==> src/rtl/cube_scan_ctrl_pkg.sv <==
// rtl/cube_scan_ctrl_pkg.sv - shared states, geometry constants and helpers for the cube scanner
package cube_scan_ctrl_pkg;

    typedef enum logic [2:0] {
        ST_IDLE,
        ST_BLANK,
        ST_ADDR,
        ST_CAP,
        ST_STROBE,
        ST_HOLD,
        ST_SHOW
    } scan_state_t;

    localparam int NUM_LAYERS  = 8;
    localparam int NUM_ROWS    = 8;
    localparam int ROW_W       = 3;
    localparam int LAYER_W     = 3;
    localparam int MEM_ADDR_W  = 6;
    localparam int LATCH_SEL_W = 4;

    function automatic int max3(input int a, input int b, input int c);
        int m;
        m = (a > b) ? a : b;
        return (m > c) ? m : c;
    endfunction

endpackage

==> src/rtl/cube_scan_ctrl_scan_timer.sv <==
// rtl/cube_scan_ctrl_scan_timer.sv - loadable down-counter with terminal-count flag
module scan_timer #(
    parameter int W = 8
) (
    input  logic         clk,
    input  logic         rst_n,
    input  logic         load,
    input  logic [W-1:0] load_val,
    output logic [W-1:0] cnt,
    output logic         tc
);

    always_ff @(posedge clk) begin
        if (!rst_n) begin
            cnt <= '0;
        end else if (load) begin
            cnt <= load_val;
        end else if (cnt != '0) begin
            cnt <= cnt - 1'b1;
        end
    end

    assign tc = (cnt == '0);

endmodule

==> src/rtl/cube_scan_ctrl.sv <==
// rtl/cube_scan_ctrl.sv - layer-multiplexed 8x8x8 cube scan controller; optional BRIGHTNESS_EN dwell gating
module cube_scan_ctrl
    import cube_scan_ctrl_pkg::*;
#(
    parameter int DWELL_CYCLES = 50000,
    parameter int BLANK_CYCLES = 16,
    parameter int LATCH_PULSE  = 4
) (
    input  logic                   clk,
    input  logic                   rst_n,
    input  logic                   en,
    output logic [MEM_ADDR_W-1:0]  mem_addr,
    input  logic [7:0]             mem_data,
    output logic [LATCH_SEL_W-1:0] latch_sel,
    output logic                   latch_en,
    output logic [7:0]             col_data,
    output logic [7:0]             layer_oe,
    output logic                   frame_done
`ifdef BRIGHTNESS_EN
    ,
    input  logic [3:0]             brightness
`endif
);

    localparam int CW = $clog2(max3(DWELL_CYCLES, BLANK_CYCLES, LATCH_PULSE)) + 1;
    localparam logic [CW-1:0] BLANK_LD   = CW'(BLANK_CYCLES - 1);
    localparam logic [CW-1:0] STROBE_LD  = CW'(LATCH_PULSE - 1);
    localparam logic [CW-1:0] DWELL_LD   = CW'(DWELL_CYCLES - 1);
    localparam logic [CW-1:0] DWELL_FULL = CW'(DWELL_CYCLES);
    localparam logic [ROW_W-1:0] LAST_ROW = ROW_W'(NUM_ROWS - 1);

    scan_state_t        state, next_state;
    logic [LAYER_W-1:0] layer;
    logic [ROW_W-1:0]   row, row_nx;
    logic               tmr_load, tmr_tc;
    logic [CW-1:0]      tmr_val, tmr_cnt;
    logic [CW-1:0]      next_elapsed, show_thr;
    logic               show_on;

    scan_timer #(.W(CW)) u_timer (
        .clk      (clk),
        .rst_n    (rst_n),
        .load     (tmr_load),
        .load_val (tmr_val),
        .cnt      (tmr_cnt),
        .tc       (tmr_tc)
    );

    always_ff @(posedge clk) begin
        if (!rst_n) begin
            state <= ST_IDLE;
        end else begin
            state <= next_state;
        end
    end

    always_comb begin
        next_state = state;
        tmr_load   = 1'b0;
        tmr_val    = '0;
        case (state)
            ST_IDLE: begin
                if (en) begin
                    next_state = ST_BLANK;
                    tmr_load   = 1'b1;
                    tmr_val    = BLANK_LD;
                end
            end
            ST_BLANK:  if (tmr_tc) next_state = ST_ADDR;
            ST_ADDR:   next_state = ST_CAP;
            ST_CAP: begin
                next_state = ST_STROBE;
                tmr_load   = 1'b1;
                tmr_val    = STROBE_LD;
            end
            ST_STROBE: if (tmr_tc) next_state = ST_HOLD;
            ST_HOLD: begin
                if (row == LAST_ROW) begin
                    next_state = ST_SHOW;
                    tmr_load   = 1'b1;
                    tmr_val    = DWELL_LD;
                end else begin
                    next_state = ST_ADDR;
                end
            end
            ST_SHOW: begin
                if (tmr_tc) begin
                    next_state = ST_BLANK;
                    tmr_load   = 1'b1;
                    tmr_val    = BLANK_LD;
                end
            end
            default:   next_state = ST_IDLE;
        endcase
        if (!en) begin
            next_state = ST_IDLE;
            tmr_load   = 1'b0;
        end
    end

    // Outputs are registered, so layer_oe is decided one cycle ahead from the dwell position it will occupy.
    always_comb begin
        row_nx       = (state == ST_HOLD) ? row + 1'b1 : row;
        next_elapsed = (state == ST_SHOW) ? DWELL_FULL - tmr_cnt : '0;
        show_on      = (next_elapsed < show_thr);
    end

`ifdef BRIGHTNESS_EN
    always_ff @(posedge clk) begin
        if (!rst_n) begin
            show_thr <= '0;
        end else if (state == ST_BLANK && next_state == ST_ADDR) begin
            show_thr <= CW'((DWELL_CYCLES * int'(brightness)) >> 4);
        end
    end
`else
    assign show_thr = DWELL_FULL;
`endif

    always_ff @(posedge clk) begin
        if (!rst_n) begin
            layer      <= '0;
            row        <= '0;
            mem_addr   <= '0;
            latch_sel  <= '0;
            latch_en   <= 1'b0;
            col_data   <= '0;
            layer_oe   <= '0;
            frame_done <= 1'b0;
        end else begin
            latch_en   <= (next_state == ST_STROBE);
            layer_oe   <= (next_state == ST_SHOW && show_on) ? (8'b1 << layer) : 8'b0;
            frame_done <= en && state == ST_SHOW && tmr_tc && layer == LAYER_W'(NUM_LAYERS - 1);
            if (!en) begin
                layer <= '0;
                row   <= '0;
            end else begin
                row <= row_nx;
                if (state == ST_SHOW && tmr_tc) begin
                    layer <= layer + 1'b1;
                end
            end
            if (next_state == ST_ADDR) begin
                mem_addr <= {layer, row_nx};
            end
            if (state == ST_CAP) begin
                col_data  <= mem_data;
                latch_sel <= {1'b0, row};
            end
        end
    end

endmodule

==> config.mk <==
export PLATFORM = sky130hd
export DESIGN_NAME = cube_scan_ctrl
export DESIGN_NICKNAME = d
export VERILOG_FILES = /design/src/rtl/cube_scan_ctrl_pkg.sv /design/src/rtl/cube_scan_ctrl_scan_timer.sv /design/src/rtl/cube_scan_ctrl.sv
export SDC_FILE = /design/constraint.sdc
export NUM_CORES = 1
export LEC_CHECK = 0
export CAP_MARGIN = 20
export CORE_MARGIN = 2
export CORE_UTILIZATION = 54
export CTS_BUF_LIST = sky130_fd_sc_hd__clkbuf_2 sky130_fd_sc_hd__clkbuf_4 sky130_fd_sc_hd__clkbuf_8
export DETAILED_ROUTE_END_ITERATION = 7
export GPL_TIMING_DRIVEN = 0
export PLACE_DENSITY = 0.79
export RECOVER_POWER = 25
export SLEW_MARGIN = 10
export SYNTH_ARGS = -nofsm -noshare
export SYNTH_HDL_FRONTEND = slang
export SYNTH_SLANG_ARGS = --single-unit
==> constraint.sdc <==
create_clock -name clk -period 2.9 [get_ports clk]
set_clock_uncertainty 0.1 [all_clocks]
set_input_delay 0.435 -clock clk [delete_from_list [all_inputs] [get_ports clk]]
set_output_delay 0.435 -clock clk [all_outputs]
set_load 0.05 [all_outputs]
# Yosys cells after proc, flatten, opt, wreduce, memory -nomap -nowiden
# Cells that the tools add are included.
dict set report word_totals {
  elab_cells 57
  register_bits 53
  input_bits 11
  out_inout_bits 28
}
dict set report classes {
  shift 1
  mux 18
  n_addsub 4
  eq_ne 11
  n_reduce_logical 12
  n_lt_le_gt_ge 1
}
# operator n
set op_table {}
lappend op_table {{$pmux 16 s4} 1}
lappend op_table {{$mux 17} 3}
lappend op_table {{$eq 3x3->1 const B} 7}
lappend op_table {{$pmux 3 s7} 1}
lappend op_table {{$mux 3} 6}
lappend op_table {{$logic_not 17->1} 1}
lappend op_table {{$lt 17x16->1 const B} 1}
lappend op_table {{$reduce_bool 17->1} 1}
lappend op_table {{$sub 16x17->17 const A} 1}
lappend op_table {{$sub 17x1->17 const B} 1}
lappend op_table {{$mux 16} 1}
lappend op_table {{$eq 3x2->1 const B} 3}
lappend op_table {{$mux 4} 2}
lappend op_table {{$shl 1x3->8 const A} 1}
lappend op_table {{$add 3x1->3 const B} 2}
lappend op_table {{$logic_and 1x1->1} 5}
lappend op_table {{$reduce_and 2->1} 2}
lappend op_table {{$eq 3x1->1 const B} 1}
lappend op_table {{$logic_not 3->1} 1}
lappend op_table {{$mux 1} 3}
lappend op_table {{$pmux 1 s3} 1}
lappend op_table {{$reduce_bool 2->1} 1}
lappend op_table {{$reduce_or 2->1} 1}

# Depth between registers and ports, before layout
# Gate-level depths: netlist of run 1.
dict set report logic_depth {
  depth_word 7
  ltp_mapped 9
  mapped_depth_nobuf 8
}

# By module
# Synthesis of run 1 repeated with hierarchy kept, for this count alone.
dict set report hier_totals {
  cells_unflattened 300
  area_unflattened_um2 2617.5
}
# module area_each_um2 instances seq_area_each_um2 cells_each
set modules_own_cells {}
lappend modules_own_cells {cube_scan_ctrl 1697.9 1 720.7 189}
lappend modules_own_cells {scan_timer 919.6 1 340.3 111}

# Least setup slack after synthesis of run 1
# No wires, ideal clock.
dict set report synth_path {
  path_kind {register to register}
  start {register u_timer.cnt[0]}
  end {register layer[1]}
  stages_incl_launch_ff 10
  arrival_ns 1.911
  slack_ns 0.765
  path_buffers 1
  period_less_slack_ns 2.135
  required_ns 2.676
  setup_time_ns 0.124
  path_cell_list {dfxtp_1 -> inv_1 -> ha_1 -> nor3b_4 -> nand3_4 -> or2_1 -> buf_6 -> a21oi_4 -> mux2i_1 -> nor2_1}
}
dict set report synth_between {
  elab_chain_cells 2
}
# element line_no
set synth_rtl {}
lappend synth_rtl {{start, declared} cube_scan_ctrl_scan_timer.sv:9} ;# output logic [W-1:0] cnt,
lappend synth_rtl {{start signal, assigned} cube_scan_ctrl_scan_timer.sv:17} ;# cnt <= load_val;
lappend synth_rtl {{start signal, assigned} cube_scan_ctrl_scan_timer.sv:19} ;# cnt <= cnt - 1'b1;
lappend synth_rtl {{$logic_not 17->1} cube_scan_ctrl_scan_timer.sv:23} ;# assign tc = (cnt == '0);
lappend synth_rtl {{$logic_and 1x1->1} cube_scan_ctrl.sv:139} ;# if (state == ST_SHOW && tmr_tc) begin
lappend synth_rtl {{end signal, assigned} cube_scan_ctrl.sv:140} ;# layer <= layer + 1'b1;
lappend synth_rtl {{end, declared} cube_scan_ctrl.sv:33} ;# logic [LAYER_W-1:0] layer;
# No other way between the ends.
# A chain may end at the register's enable or synchronous reset.

# Worst setup path after layout of run 1
dict set report layout_path {
  start {register u_timer.cnt[0]}
  end {register layer_oe[2]}
}
dict set report layout_between {
  elab_chain_cells 7
}
# element line_no
set layout_rtl {}
lappend layout_rtl {{branches (longest 5 deep; another with $sub 16x17->17)} -}
lappend layout_rtl {{$logic_and 1x1->1 (*)} cube_scan_ctrl.sv:132} ;# layer_oe <= (next_state == ST_SHOW && show_on) ? (8'b1 << layer) : 8'b0;
lappend layout_rtl {{$reduce_and 2->1 (no source line) (*)} -}
lappend layout_rtl {{end signal, assigned} cube_scan_ctrl.sv:132}
lappend layout_rtl {{end, declared} cube_scan_ctrl.sv:17} ;# output logic [7:0] layer_oe,
# Mark *: on every way between the ends.

==> results.md, run 1 <==
- Post-synthesis async set-or-reset flop share: 0%
- Number of enable flip-flop cells after synthesis: 0
- Slew @ Worst Pin: 0.6080 ns
- Largest net degree at the start of global routing: 16
- Fmax: 401.3 MHz
- Routed wire length: 6047 µm
- Post-CTS setup buffers: 0
- Die Area: 5949 µm²
- Via count of the first global-routing pass: 2383
- Antenna violations before repair: 0
- Register area share after synthesis: 36.74%
- Crit Path Class: register to register
- Worst ir drop on vdd: 356.7 µV
- Total number of yosys warnings: 0
- FP Rows: 26
- Flop-to-flop setup slack: 0.41 ns
- Worst reg2reg path endpoint: layer_oe[2]$_SDFF_PP0_
- Sum of internal, switching and leakage power: 1.690 mW
- Area of placed instances: 3336 µm²
- Count of pins over their slew limit: 0
- Hold Crit Class: register to register
- Buffers and inverters on the worst path: 1
- GRT Residual Overflow: 0
- Worst slew slack as a fraction of its limit: 59.20%
- Worst endpoint data arrival time: 2.55 ns
- Crit Path Max Fanout: 9
- Max H-tree Level: 2
- Yosys reg bits: 53
- Net count reported at finish: 414
- Maximum root-to-sink buffer count: 2
- Placed Instances: 458
- Final hold violation count: 0
- Fraction of layout instances using a drive strength above 1: 8.586%
- Count of boundary I/O pins: 39
- Die outline width: 77.13 µm
- Final GP Congestion: 0.8651
- Number of antenna-violating nets in the routed design: 0
- Total GRT Usage: 21.41%
- Delay of the slowest critical-path stage: 0.45 ns
- Cell area after synthesis: 2888 µm²
- Fillers: 463
- Diode count: 0
- Category of the worst setup path capture point: register
- Number of cells upsized or downsized after cts: 0
- Worst Hold Depth: 2
- First-pass GRT wire length: 10710 µm
- PD cells: 493.1 nW/µm²
- Worst-case hold path end point: col_data[0]$_SDFFE_PN0P_
- Syn nets: 371
- Clock sinks: 53
- Clock edge transition at the registers on the reported setup and hold paths: 0.09 ns
- Status: complete, no violations
- Non-filler cells, final: 466
- Post-synth top flop: sky130_fd_sc_hd__dfxtp_1
- Endpoints failing setup: 0
- Family of cells with the greatest summed delay on the critical path: compound AO/OA/AOI/OAI gates
- Placeable core area: 5140 µm²
- Detail-routed via count per cell: 5.461
- Remaining design rule violation count: 0
- Number of cell instances on the worst register-to-register path: 8
- Die height: 77.13 µm
- Drt first-iter violations: 142
- Detailed-placement wirelength estimate: 4492 µm
- Initial standard-cell utilization of the core: 56.18%
- Crit path launch type: register
- Post-CTS Hold Fix Bufs: 0
- Mapped Cells: 352
- CTS tree: built
- Unrepaired setup endpoints after global routing: no
- Synthesis-to-layout area growth: 18.67%
- Worst Path Required: 2.96 ns
- CTS root buf: sky130_fd_sc_hd__clkbuf_8
- Count of vias placed by the detailed router: 2545
- Distinct cell type count of the synthesized netlist: 56
- Final core occ: 66.67%
- Setup total negative slack: 0 ns
- Post-synthesis area per instance: 8.204 µm²
- Average detailed-routed wire length per instance: 12.98 µm
- Number of buffers created by CTS: 5
- Final worst-path cycle share: 85.92%
- Number of I/O port buffers: 36
- Source-to-sink clock delay at the later pin of the worst-skew pair: 0.30 ns
- Launch point of the worst hold path: col_data[0]$_SDFFE_PN0P_
- Reg-to-Reg Start: u_timer.cnt[0]$_SDFFE_PN0P_
- Leakage power summed over all cells: 1.205 nW
- Sequence of cells on the critical path: inv_1 -> ha_1 -> nor3b_4 -> o22ai_1 -> nand3_1 -> o31ai_1 -> a211oi_4 -> a21oi_1
- Shortest period the worst path allows: 2.492 ns
- Max-Cap Viols: 0
- Max stage delay cell, worst path: sky130_fd_sc_hd__nor3b_4
- Finished layout cell area: 3427 µm²
- Detailed Routing Iterations Pass 1: 4
[area by class of cell]
cell class              instances  area, µm²  share of cell area, %
clock inverters                 1      7.507                 0.2191
flip-flops and latches         53       1061                  30.96
clock buffers                   7      83.83                  2.446
plain buffers                  24      123.9                  3.614
inverters                       9      33.78                 0.9858
repair buffers                 36      360.3                  10.51
well taps                      70      87.58                  2.556
multi-input cells             266       1669                  48.70
[sequential cells by signal (all words and copies together) (netlist names)]
register / cells
latch_en: 1
state: 3
frame_done: 1
layer_oe: 8
mem_addr: 6
latch_sel: 3
layer: 3
u_timer.cnt: 17
row: 3
col_data: 8
[worst max path at each step]
stage	startpoint	to	slack, ns	depth (start not counted)
2_1_floorplan	u_timer.cnt[0]$_SDFFE_PN0P_	layer[1]$_SDFFE_PN0P_	0.77	9
3_3_place_gp	u_timer.cnt[0]$_SDFFE_PN0P_	layer_oe[2]$_SDFF_PP0_	0.51	8
3_5_place_dp	u_timer.cnt[0]$_SDFFE_PN0P_	layer_oe[2]$_SDFF_PP0_	0.46	8
4_1_cts	u_timer.cnt[0]$_SDFFE_PN0P_	layer_oe[2]$_SDFF_PP0_	0.43	8
5_1_grt	u_timer.cnt[0]$_SDFFE_PN0P_	u_timer.cnt[14]$_SDFFE_PN0P_	0.21	9
6_report	u_timer.cnt[0]$_SDFFE_PN0P_	layer_oe[2]$_SDFF_PP0_	0.41	8
[synthesized netlist by cell type, types with 4 or more instances]
| library cell | number | area (µm²) |
|---|---|---|
| sky130_fd_sc_hd__buf_2 | 8 | 40.04 |
| sky130_fd_sc_hd__o21a_1 | 7 | 52.55 |
| sky130_fd_sc_hd__nand3_1 | 17 | 85.08 |
| sky130_fd_sc_hd__o21ai_0 | 7 | 35.03 |
| sky130_fd_sc_hd__xor2_1 | 4 | 35.03 |
| sky130_fd_sc_hd__o31ai_1 | 16 | 120.1 |
| sky130_fd_sc_hd__nor2_1 | 28 | 105.1 |
| sky130_fd_sc_hd__nand3b_1 | 6 | 45.04 |
| sky130_fd_sc_hd__dfxtp_1 | 53 | 1061 |
| sky130_fd_sc_hd__inv_1 | 8 | 30.03 |
| sky130_fd_sc_hd__mux2i_1 | 6 | 60.06 |
| sky130_fd_sc_hd__a21oi_1 | 42 | 210.2 |
| sky130_fd_sc_hd__xnor2_1 | 8 | 70.07 |
| sky130_fd_sc_hd__nor3_1 | 12 | 60.06 |
| sky130_fd_sc_hd__nand2b_1 | 6 | 37.54 |
| sky130_fd_sc_hd__o21ai_1 | 4 | 20.02 |
| sky130_fd_sc_hd__clkbuf_1 | 10 | 37.54 |
| sky130_fd_sc_hd__ha_1 | 8 | 100.1 |
| sky130_fd_sc_hd__a31oi_1 | 4 | 25.02 |
| sky130_fd_sc_hd__nand2_1 | 46 | 172.7 |
[power by group]
| group | internal [mW] | switching [mW] | leakage (nW) |
|---|---|---|---|
| sequential | 0.762 | 0.0402 | 0.430 |
| combinational | 0.187 | 0.287 | 0.730 |
| clock | 0.190 | 0.224 | 0.0453 |
| total | 1.14 | 0.551 | 1.20 |
[worst reg2reg max path, stage by stage (launching register included)]
cell and delay (ns):
sky130_fd_sc_hd__dfxtp_1 0.37, sky130_fd_sc_hd__inv_1 0.10, sky130_fd_sc_hd__ha_1 0.19, sky130_fd_sc_hd__nor3b_4 0.45, sky130_fd_sc_hd__o22ai_1 0.28, sky130_fd_sc_hd__nand3_1 0.18
sky130_fd_sc_hd__o31ai_1 0.13, sky130_fd_sc_hd__a211oi_4 0.42, sky130_fd_sc_hd__a21oi_1 0.13
[cell families after synthesis]
family,Yosys count,share of synthesized area [%]
AO/OA/AOI/OAI,99,23.09
XOR/XNOR,12,3.639
adder cells (fa/ha/maj),8,3.466
buffers and inverters,33,5.459
flip-flops,53,36.74
multiplexers,6,2.080
other,1,0.1299
AND/OR/NAND/NOR,140,25.39
[layout by cell type, fill, tap and decap left out, drive strengths merged, types with 5 or more instances in the layout]
cell           instances
dfxtp                 53
nand2                 46
a21oi                 43
clkdlybuf4s50         30
nor2                  29
nand3                 18
clkbuf                18
o31ai                 16
nor3                  13
buf                   13
o21ai                 11
inv                    8
xnor2                  8
ha                     8
o21a                   7
nand2b                 6
nand3b                 6
mux2i                  6
dlygate4sd3            6
a31oi                  5
[routing by layer]
| metal | global-route usage [%] | vias up | share of wire, % |
|---|---|---|---|
| met5 | 0 | - | 0 |
| met4 | 4.107 | 0 | 1.5 |
| met3 | 5.412 | 10 | 4.5 |
| met2 | 35.04 | 53 | 45 |
| met1 | 28.75 | 1151 | 49 |
| li1 | - | 1331 | - |
[per-stage QoR]
step	setup slack [ns]	hold slack (ns)
after floorplan	0.7651	0.3483
after global placement	0.5074	0.3415
after detailed placement	0.4601	0.3487
after CTS	0.4344	0.3635
after global routing	0.2077	0.3833
final	0.4082	0.3583
No activity file was read; power rests on OpenSTA's default activity.
==> run 2: changes to the inputs <==
Settings changed: ABC_AREA from default to 1.
==> run 2 against run 1 <==
Wire length increased by 8.1%. Maximum frequency up 2.4%. Die area shrank 0.75%. Clock power rose by 3%. Global-route usage grew 1.9 points. Sequential cell count unchanged. Worst hold slack better by 0.032 ns. Via count rose by 8.0%. Count of clock-buffer cells in the layout did not move. Core utilization decreased by 0.51 points. Critical path depth increased by 3. First-iteration DRC count grew 9.2%.
==> results.md, run 2 <==
- Status: complete, no violations
- Max-Cap Viols: 0
- Total number of yosys warnings: 0
- Number of I/O port buffers: 37
- Mapped Cells: 421
- Max stage delay cell, worst path: sky130_fd_sc_hd__dfxtp_1
- Sequence of cells on the critical path: inv_1 -> ha_1 -> nand2_1 -> nor2_4 -> nand3_1 -> nor2_1 -> inv_2 -> nand4_2 -> nand2_2 -> nand2_1 -> nor3b_1
- Number of antenna-violating nets in the routed design: 0
- Die height: 76.84 µm
- Worst Path Required: 2.98 ns
- Average detailed-routed wire length per instance: 12.20 µm
- FP Rows: 26
- Die outline width: 76.84 µm
- Crit Path Max Fanout: 7
- Largest net degree at the start of global routing: 16
- Clock sinks: 53
- Net count reported at finish: 484
- Fmax: 410.9 MHz
- Post-synthesis area per instance: 6.806 µm²
- Most common library cell in the layout ignoring fill and taps: sky130_fd_sc_hd__nand2_1
- Number of cells upsized or downsized after cts: 0
- GRT Residual Overflow: 0
- Leakage power summed over all cells: 1.484 nW
- Final worst-path cycle share: 83.93%
- Via count of the first global-routing pass: 2629
- Cell type with the highest aggregate area in the netlist: sky130_fd_sc_hd__dfxtp_1
- Number of buffers created by CTS: 5
- CTS root buf: sky130_fd_sc_hd__clkbuf_8
- Number of cell instances on the worst register-to-register path: 11
- Top Registers: u_timer.cnt x17, col_data x8, layer_oe x8
- Post-synthesis async set-or-reset flop share: 0%
- Delay of the slowest critical-path stage: 0.32 ns
- Post-synth top flop: sky130_fd_sc_hd__dfxtp_1
- Routed wire length: 6538 µm
- PD cells: 719.0 nW/µm²
- Largest register FFs: 17
- Ranking of synthesized cells by instance count: 88 x sky130_fd_sc_hd__nand2_1, 84 x sky130_fd_sc_hd__nor2_1, 53 x sky130_fd_sc_hd__dfxtp_1
- Die Area: 5904 µm²
- Remaining design rule violation count: 0
- Diode count: 0
- First-pass GRT wire length: 11320 µm
- Total GRT Usage: 23.31%
- Worst slew slack as a fraction of its limit: 65.77%
- Top area cells in the synthesized netlist: sky130_fd_sc_hd__dfxtp_1 37%, sky130_fd_sc_hd__nand2_1 12%, sky130_fd_sc_hd__nor2_1 11%
- Source-to-sink clock delay at the later pin of the worst-skew pair: 0.30 ns
- Worst slack, placed: 0.6260 ns
- Setup ws final: 0.4660 ns
- Unrepaired setup endpoints after global routing: no
- Placeable core area: 5107 µm²
- Worst Hold Depth: 2
- Fillers: 471
- Highest-count cells in the layout ignoring fill and taps: 88 x sky130_fd_sc_hd__nand2_1, 85 x sky130_fd_sc_hd__nor2_1, 53 x sky130_fd_sc_hd__dfxtp_1
- Syn nets: 440
- Yosys top cell area share: 37.03%
- CTS tree: built
- Crit Path Class: register to register
- Crit path top cell by count: sky130_fd_sc_hd__nand2_1
- Crit path launch type: register
- Detailed Routing Iterations Pass 1: 4
- Setup total negative slack: 0 ns
- Detailed-placement wirelength estimate: 4991 µm
- Number of enable flip-flop cells after synthesis: 0
- Worst ir drop on vdd: 352.8 µV
- Top reg by flops: u_timer.cnt
- Register area share after synthesis: 37.03%
- Antenna violations before repair: 0
- Hold Crit Class: register to register
- Most frequently used cell type in the post-synthesis netlist: sky130_fd_sc_hd__nand2_1
- Worst endpoint data arrival time: 2.51 ns
- Clock edge transition at the registers on the reported setup and hold paths: 0.09 ns
- Multi-input gate area: 1515 µm²
- Endpoints failing setup: 0
- Detail-routed via count per cell: 5.129
- Distinct cell type count of the synthesized netlist: 34
- Category of the worst setup path capture point: register
- Maximum root-to-sink buffer count: 2
- Slew @ Worst Pin: 0.5119 ns
- Final core occ: 66.17%
- Fraction of layout instances using a drive strength above 1: 8.155%
- Cell area after synthesis: 2865 µm²
- Sequential standard cell area: 1061 µm²
- Yosys reg bits: 53
- Post-CTS setup buffers: 0
- Post-CTS Hold Fix Bufs: 0
- Shortest period the worst path allows: 2.434 ns
- Final GP Congestion: 0.9873
- Sum of internal, switching and leakage power: 2.430 mW
- Final hold violation count: 0
- Drt first-iter violations: 155
- Max H-tree Level: 2
- Count of vias placed by the detailed router: 2749
- Initial standard-cell utilization of the core: 56.10%
- Synthesis-to-layout area growth: 17.95%
- Count of boundary I/O pins: 39
- Count of pins over their slew limit: 0
run 2: per-stage QoR:
stage	cell area, µm²	cells	hold WS (ns)
3_3_place_gp	3323	528	0.3627
2_1_floorplan	2865	421	0.3479
5_1_grt	3379	536	0.4132
4_1_cts	3415	536	0.3923
6_report	3379	536	0.3903
3_5_place_dp	3323	528	0.3726
run 2: cell families after synthesis:
group,after synthesis,synth area share [%]
and+or+nand+nor,234,37.07
buffers and inverters,62,8.865
DFF,53,37.03
AOI/OAI and AO/OA,51,9.738
xor gates and xnor gates,12,3.668
adders and majority gates,8,3.494
other,1,0.1309
run 2: final timing paths:
kind	startpoint	to	slack, ns
setup / recovery	u_timer.cnt[0]$_SDFFE_PN0P_	u_timer.cnt[4]$_SDFFE_PN0P_	0.47
hold / removal	mem_addr[3]$_SDFFE_PN0N_	mem_addr[3]$_SDFFE_PN0N_	0.39
setup reg to reg	u_timer.cnt[0]$_SDFFE_PN0P_	u_timer.cnt[4]$_SDFFE_PN0P_	0.47
hold reg to reg	mem_addr[3]$_SDFFE_PN0N_	mem_addr[3]$_SDFFE_PN0N_	0.39
run 2: area by class of cell:
type	count	share of cell area [%]
buffer	8	1.518
clock buffer	7	2.481
clock inverter	1	0.2221
inverter	54	5.998
multi-input combinational	306	44.84
sequential	53	31.40
tap	70	2.592
timing repair buffer	37	10.96
run 2: power breakdown:
part           total [mW]  leakage [nW]  internal, mW  switching (mW)
logic                1.09          1.01         0.383           0.708
registers           0.913         0.429         0.816          0.0971
clock network       0.426        0.0453         0.190           0.236
run 2: worst max-delay path, delay by kind of cell (launching register included):
kind                     cells  cell delay [ns]
AND/OR/NAND/NOR              8             1.48
adder cells (fa/ha/maj)      1             0.20
flip-flops                   1             0.32
buffers and inverters        2             0.21
run 2: layer usage:
layer	GRT usage, %	vias to the layer above	share of wire, %	wire length [µm]
met4	8.727	0	2.2	142
li1	-	1417	-	-
met5	0	-	0	0
met1	27.94	1240	45	2968
met2	41.23	79	47	3103
met3	4.353	13	4.9	323
